**src/rtl/divisor_restas_pkg.sv**
```systemverilog
// divisor_restas shared definitions
// State encoding shared with the accumulate block
package divisor_restas_pkg;

  localparam int DIV_WIDTH = 16;

  typedef enum logic [2:0] {
    S_IDLE  = 3'd0,
    S_CHECK = 3'd1,
    S_SUB   = 3'd2,
    S_FIN   = 3'd3,
    S_ERR   = 3'd4
  } state_e;

endpackage

```
**src/rtl/divisor_restas_if.sv**
```systemverilog
// divisor_restas request/result bundle
// Master drives operands, slave returns results
interface divisor_restas_if #(
  parameter int WIDTH = 16
);
  logic             start;
  logic [WIDTH-1:0] dividend;
  logic [WIDTH-1:0] divisor;
  logic [WIDTH-1:0] quotient;
  logic [WIDTH-1:0] remainder;
  logic             done;
  logic             busy;
  logic             div_by_zero;

  modport master (
    output start, dividend, divisor,
    input  quotient, remainder, done, busy, div_by_zero
  );

  modport slave (
    input  start, dividend, divisor,
    output quotient, remainder, done, busy, div_by_zero
  );
endinterface

```
**src/rtl/divisor_restas_datapath.sv**
```systemverilog
// divisor_restas datapath: R/D/Q working regs,
// subtractor, compare flags and result registers
module divisor_restas_datapath #(
  parameter int WIDTH = 16
) (
  input  logic             clk,
  input  logic             rst,
  input  logic             load_i,
  input  logic             sub_i,
  input  logic             fin_i,
  input  logic             clr_i,
  input  logic             err_i,
  input  logic [WIDTH-1:0] dividend_i,
  input  logic [WIDTH-1:0] divisor_i,
  output logic             ge_o,
  output logic             zero_o,
  output logic [WIDTH-1:0] quot_o,
  output logic [WIDTH-1:0] rem_o,
  output logic             dbz_o
);
  logic [WIDTH-1:0] r_q, r_d;
  logic [WIDTH-1:0] d_q, d_d;
  logic [WIDTH-1:0] q_q, q_d;
  logic [WIDTH-1:0] quot_q, quot_d;
  logic [WIDTH-1:0] rem_q, rem_d;
  logic             dbz_q, dbz_d;

  assign ge_o   = (r_q >= d_q);
  assign zero_o = (d_q == '0);
  assign quot_o = quot_q;
  assign rem_o  = rem_q;
  assign dbz_o  = dbz_q;

  // Next-state selection from controller strobes
  always_comb begin
    r_d    = r_q;
    d_d    = d_q;
    q_d    = q_q;
    quot_d = quot_q;
    rem_d  = rem_q;
    dbz_d  = dbz_q;
    if (load_i) begin
      r_d = dividend_i;
      d_d = divisor_i;
      q_d = '0;
    end
    if (sub_i) begin
      r_d = r_q - d_q;
      q_d = q_q + 1'b1;
    end
    if (fin_i) begin
      quot_d = q_q;
      rem_d  = r_q;
    end
    if (clr_i) dbz_d = 1'b0;
    if (err_i) begin
      quot_d = '1;
      rem_d  = r_q;
      dbz_d  = 1'b1;
    end
  end

  // Register update with synchronous reset
  always_ff @(posedge clk) begin
    if (rst) begin
      r_q    <= '0;
      d_q    <= '0;
      q_q    <= '0;
      quot_q <= '0;
      rem_q  <= '0;
      dbz_q  <= 1'b0;
    end else begin
      r_q    <= r_d;
      d_q    <= d_d;
      q_q    <= q_d;
      quot_q <= quot_d;
      rem_q  <= rem_d;
      dbz_q  <= dbz_d;
    end
  end
endmodule

```
**src/rtl/divisor_restas.sv**
```systemverilog
// divisor_restas: restoring-free repeated-subtraction
// unsigned divider, ASM controller + datapath
module divisor_restas
  import divisor_restas_pkg::*;
#(
  parameter int WIDTH = DIV_WIDTH
) (
  input logic              clk,
  input logic              rst,
  divisor_restas_if.slave  bus
);
  state_e     state_q;
  logic       ge, zero;
  logic       load, sub, fin, clr, err;

  assign load = (state_q == S_IDLE) && bus.start;
  assign sub  = (state_q == S_SUB);
  assign fin  = (state_q == S_CHECK) && !zero && !ge;
  assign clr  = (state_q == S_FIN);
  assign err  = (state_q == S_ERR);

  assign bus.done = (state_q == S_FIN) ||
                    (state_q == S_ERR);
  assign bus.busy = (state_q != S_IDLE);

  // Controller: zero check first, then compare
  always_ff @(posedge clk) begin
    if (rst) begin
      state_q <= S_IDLE;
    end else begin
      unique case (state_q)
        S_IDLE:  if (bus.start) state_q <= S_CHECK;
        S_CHECK: begin
          if (zero)    state_q <= S_ERR;
          else if (ge) state_q <= S_SUB;
          else         state_q <= S_FIN;
        end
        S_SUB:   state_q <= S_CHECK;
        S_FIN:   state_q <= S_IDLE;
        S_ERR:   state_q <= S_IDLE;
        default: state_q <= S_IDLE;
      endcase
    end
  end

  divisor_restas_datapath #(.WIDTH(WIDTH)) u_dp (
    .clk        (clk),
    .rst        (rst),
    .load_i     (load),
    .sub_i      (sub),
    .fin_i      (fin),
    .clr_i      (clr),
    .err_i      (err),
    .dividend_i (bus.dividend),
    .divisor_i  (bus.divisor),
    .ge_o       (ge),
    .zero_o     (zero),
    .quot_o     (bus.quotient),
    .rem_o      (bus.remainder),
    .dbz_o      (bus.div_by_zero)
  );
endmodule

```
**src/flat_wrapper.sv**
```systemverilog
// flat-port wrapper written by rule: the top's interface ports become plain ports
module divisor_restas_flat import divisor_restas_pkg::*;
#(
  parameter int WIDTH = DIV_WIDTH
)
  (clk, rst, bus_start, bus_dividend, bus_divisor, bus_quotient, bus_remainder, bus_done, bus_busy, bus_div_by_zero);
  divisor_restas_if #(.WIDTH(WIDTH)) bus_i ();
  input logic clk;
  input logic rst;
  input wire logic [$bits(bus_i.start)-1:0] bus_start;
  input wire logic [$bits(bus_i.dividend)-1:0] bus_dividend;
  input wire logic [$bits(bus_i.divisor)-1:0] bus_divisor;
  output wire logic [$bits(bus_i.quotient)-1:0] bus_quotient;
  output wire logic [$bits(bus_i.remainder)-1:0] bus_remainder;
  output wire logic [$bits(bus_i.done)-1:0] bus_done;
  output wire logic [$bits(bus_i.busy)-1:0] bus_busy;
  output wire logic [$bits(bus_i.div_by_zero)-1:0] bus_div_by_zero;
  assign bus_i.start = bus_start;
  assign bus_i.dividend = bus_dividend;
  assign bus_i.divisor = bus_divisor;
  assign bus_quotient = bus_i.quotient;
  assign bus_remainder = bus_i.remainder;
  assign bus_done = bus_i.done;
  assign bus_busy = bus_i.busy;
  assign bus_div_by_zero = bus_i.div_by_zero;
  divisor_restas #(.WIDTH(WIDTH)) u_core (.clk(clk), .rst(rst), .bus(bus_i));
endmodule
```
**config.mk**
```make
export PLATFORM = sky130hd
export DESIGN_NAME = divisor_restas_flat
export DESIGN_NICKNAME = d
export VERILOG_FILES = /design/src/rtl/divisor_restas_pkg.sv /design/src/rtl/divisor_restas_if.sv /design/src/rtl/divisor_restas_datapath.sv /design/src/rtl/divisor_restas.sv /design/src/flat_wrapper.sv
export SDC_FILE = /design/constraint.sdc
export NUM_CORES = 1
export LEC_CHECK = 0
export ABC_AREA = 1
export CELL_PAD_IN_SITES_DETAIL_PLACEMENT = 1
export CELL_PAD_IN_SITES_GLOBAL_PLACEMENT = 1
export CORE_MARGIN = 1.5
export CORE_UTILIZATION = 35
export CTS_CLUSTER_SIZE = 30
export DETAILED_ROUTE_END_ITERATION = 12
export GPL_TIMING_DRIVEN = 1
export PLACE_DENSITY = 0.81
export SETUP_SLACK_MARGIN = 0.1
export SLEW_MARGIN = 10
export SYNTH_ARGS = -nofsm -noshare
export SYNTH_HDL_FRONTEND = slang
export SYNTH_SLANG_ARGS = --single-unit
```
**constraint.sdc**
```tcl
create_clock -name clk -period 5.63 [get_ports clk]
set_clock_uncertainty 0.05 [all_clocks]
set_input_delay 1.126 -clock clk [delete_from_list [all_inputs] [get_ports clk]]
set_output_delay 1.126 -clock clk [all_outputs]
set_load 0.005 [all_outputs]
```
==> results.ini <==
[cts]
cts.repair.resized = 0
numClockSinks = 84
clkTransAtPathRegs_ps = 70
cts_buffers = 9
cts-root-buf = clkbuf_16
cts_hold_buf = 0
clk_latency_ps = 350
postCtsSetupBuffers = 0
cts_tree = done
h-tree-depth = 3
clockBufferDepth = 2

[power]
power_density_nw_per_um2 = 341.5
seqPwrFrac = 0.354
clkPwrFrac = 0.313
pwr-share-comb = 0.333
ir_worst_vdd_v = 0.0001523
sw_frac_of_total = 0.3609
power.internal_mw = 1.241
leakage_nw = 2.486
switching_power_mw = 0.7005

[synth]
ys_types = 39
syn_avg_cell_area_um2 = 6.640
yosysSeqAreaShare = 0.3665
synth_ff_type = dfxtp_1
syn-cell-area_um2 = 4588
synthCells = 691
synth_seq_cells = 84
syn_nets = 744
yosysWarnings = 0
synth_edf_count = 0
postSynth.asyncResetShare = 0

[timing]
fmax_ghz = 0.3048
worst_slack_ps = 2349
worstMarginPinSlew_ps = 781.5
setup_tns_ps = 0
hold_viol = 0
setup_viol = 0
rsz0062_at_grt = no
fin_crit_sh = 0.5828
slew_violations = 0
min_period_ps = 3281
slew_headroom = 0.4782

[drt]
avgRoutedWirePerCell_um = 14.84
viasPerCell = 4.987
vias = 4608
dr.pass1.iters = 4
drtAntennaViolNets = 0
wirelength_um = 13710
drc = 0
drt_iter0_markers = 245

[grt]
gr-total-overflow = 0
grt_use_total = 0.2033
grt_pass1_vias = 4771
antenna_found_initial = 0
grt_pass1_wl_um = 22970
grt_max_degree = 45

[worst_setup_path]
critical_path_class = reg2out
start_kind = register
arrival_ps = 2100
end_kind = primary output
critPathMaxFanout = 33
cp_data_required_time_ps = 4450

[floorplanning]
fp.coreArea_um2 = 12720
dieWidth_um = 117.5
initial_utilization = 0.3606
rows = 41
die_h_um = 117.5
ioPinCount = 70
die-area_um2 = 13810

[layout]
drive_gt1_frac = 0.06915
final_core_utilization = 0.4468
antenna_cells = 0
layout.nets = 800
fillers = 1716
syn2layout_area_growth_pct = 23.89
instances_no_fill = 924

[hold_path]
hold_path.class = reg2reg

[place]
gp_congestion = 0.9094
dp.cells = 908
place_hpwl_um = 9821
port_buffers = 69
dp_slack_ps = 1766

[flow_run]
maxCapViolCount = 0

[outcome]
status = complete, no violations

## kinds of logic after synthesis
logic type                 count (synthesis)  synth area share
AOI/OAI and AO/OA                        116            0.1374
xor gates and xnor gates                   5          0.009544
adders and majority gates                 18           0.05072
buffers and inverters                    116            0.1025
DFF                                       84            0.3665
and+or+nand+nor                          352            0.3332
## metrics by stage
step	total power, mW	hold WS [ps]	instance area, um2
2_1_floorplan	1.139	386.4	4588
3_3_place_gp	1.317	398.5	5385
3_5_place_dp	1.340	407.9	5385
4_1_cts	1.955	418.5	5684
5_1_grt	2.070	440.6	5684
6_report	1.941	416.0	5684
## final cells by class
class,instances,area [um2],share of cell area
clock buffer,9,225.2,0.03962
inverter,89,336.6,0.05921
tap,172,215.2,0.03786
clock inverter,7,73.82,0.01299
timing repair buffer,72,713.2,0.1255
sequential,84,1682,0.2958
multi-input combinational,491,2439,0.4290
## power by group through the flow
stage	logic, mW	registers (mW)	clock network, mW
3_5_place_dp	0.641	0.699	0
3_3_place_gp	0.619	0.698	0
2_1_floorplan	0.447	0.691	0
4_1_cts	0.650	0.687	0.617
5_1_grt	0.731	0.694	0.644
6_report	0.646	0.687	0.608
## worst max-delay path, cell delays in order, from the launching register on
cell	delay (ps)
dfxtp_1	390
inv_1	80
nor3_1	260
inv_2	320
o21ai_0	180
clkdlybuf4s50_1	530
## cells in the mapped netlist, types with 2 or more instances
cell type    n  share of area
buf_2        8         0.0087
a221oi_1     3         0.0057
inv_2        7         0.0057
o21ai_0     31          0.034
nand4_1      4         0.0055
a31oi_1      2         0.0027
dfxtp_1     84           0.37
o211ai_1     3         0.0049
or2_2        3         0.0041
nor2_2      12          0.016
o221ai_1     2         0.0038
nand3b_1    17          0.028
clkbuf_1    15          0.012
a21oi_1     68          0.074
nor3_1       9         0.0098
nand2_1    203           0.17
xor2_1       4         0.0076
a211oi_1     3         0.0049
inv_1       80          0.065
nor2_1      63          0.052
nand3_1     33          0.036
nand2_2      4         0.0055
ha_1        17          0.046
## metal layers
layer / vias to the layer above / part of all wire / wire length [um] / global-route usage
met4: 0 / 0.0071 / 97 / 0.04954
met5: - / 0 / 0 / 0
met1: 2204 / 0.47 / 6472 / 0.2633
met3: 7 / 0.046 / 631 / 0.03585
met2: 82 / 0.47 / 6511 / 0.3518
li1: 2315 / - / - / -
## layout by cell type, fill, tap and decap left out, drive strengths merged, types with 2 or more instances in the layout
master / n
clkdlybuf4s50: 69
nand4: 5
clkbuf: 9
nor3: 10
o21ai: 31
or2: 4
dfxtp: 84
xor2: 4
a221oi: 3
a21oi: 69
o211ai: 3
nand3: 33
nand2: 208
o221ai: 2
a211oi: 3
clkinv: 2
inv: 92
a31oi: 2
nor2: 75
nand3b: 17
ha: 17
buf: 3
## state kept, by name, indices dropped and copies added (netlist names)
register,cells
u_core.u_dp.d_q,16
u_core.u_dp.q_q,16
u_core.u_dp.quot_o,16
u_core.u_dp.r_q,16
u_core.u_dp.rem_o,16
u_core.state_q,3
u_core.u_dp.dbz_o,1
## final timing paths
kind,start,endpoint,slack (ps),depth (start not counted)
max,u_core.state_q[2]$_SDFFE_PP0P_,bus_done,2350,5
min reg2reg,u_core.u_dp.quot_o[8]$_SDFFE_PP0P_,u_core.u_dp.quot_o[8]$_SDFFE_PP0P_,420,2
max reg2reg,u_core.u_dp.r_q[0]$_SDFFE_PP0P_,u_core.u_dp.rem_o[15]$_SDFFE_PP0P_,2810,14
min,u_core.u_dp.quot_o[8]$_SDFFE_PP0P_,u_core.u_dp.quot_o[8]$_SDFFE_PP0P_,420,2
Power figures use the tool's default switching activity.
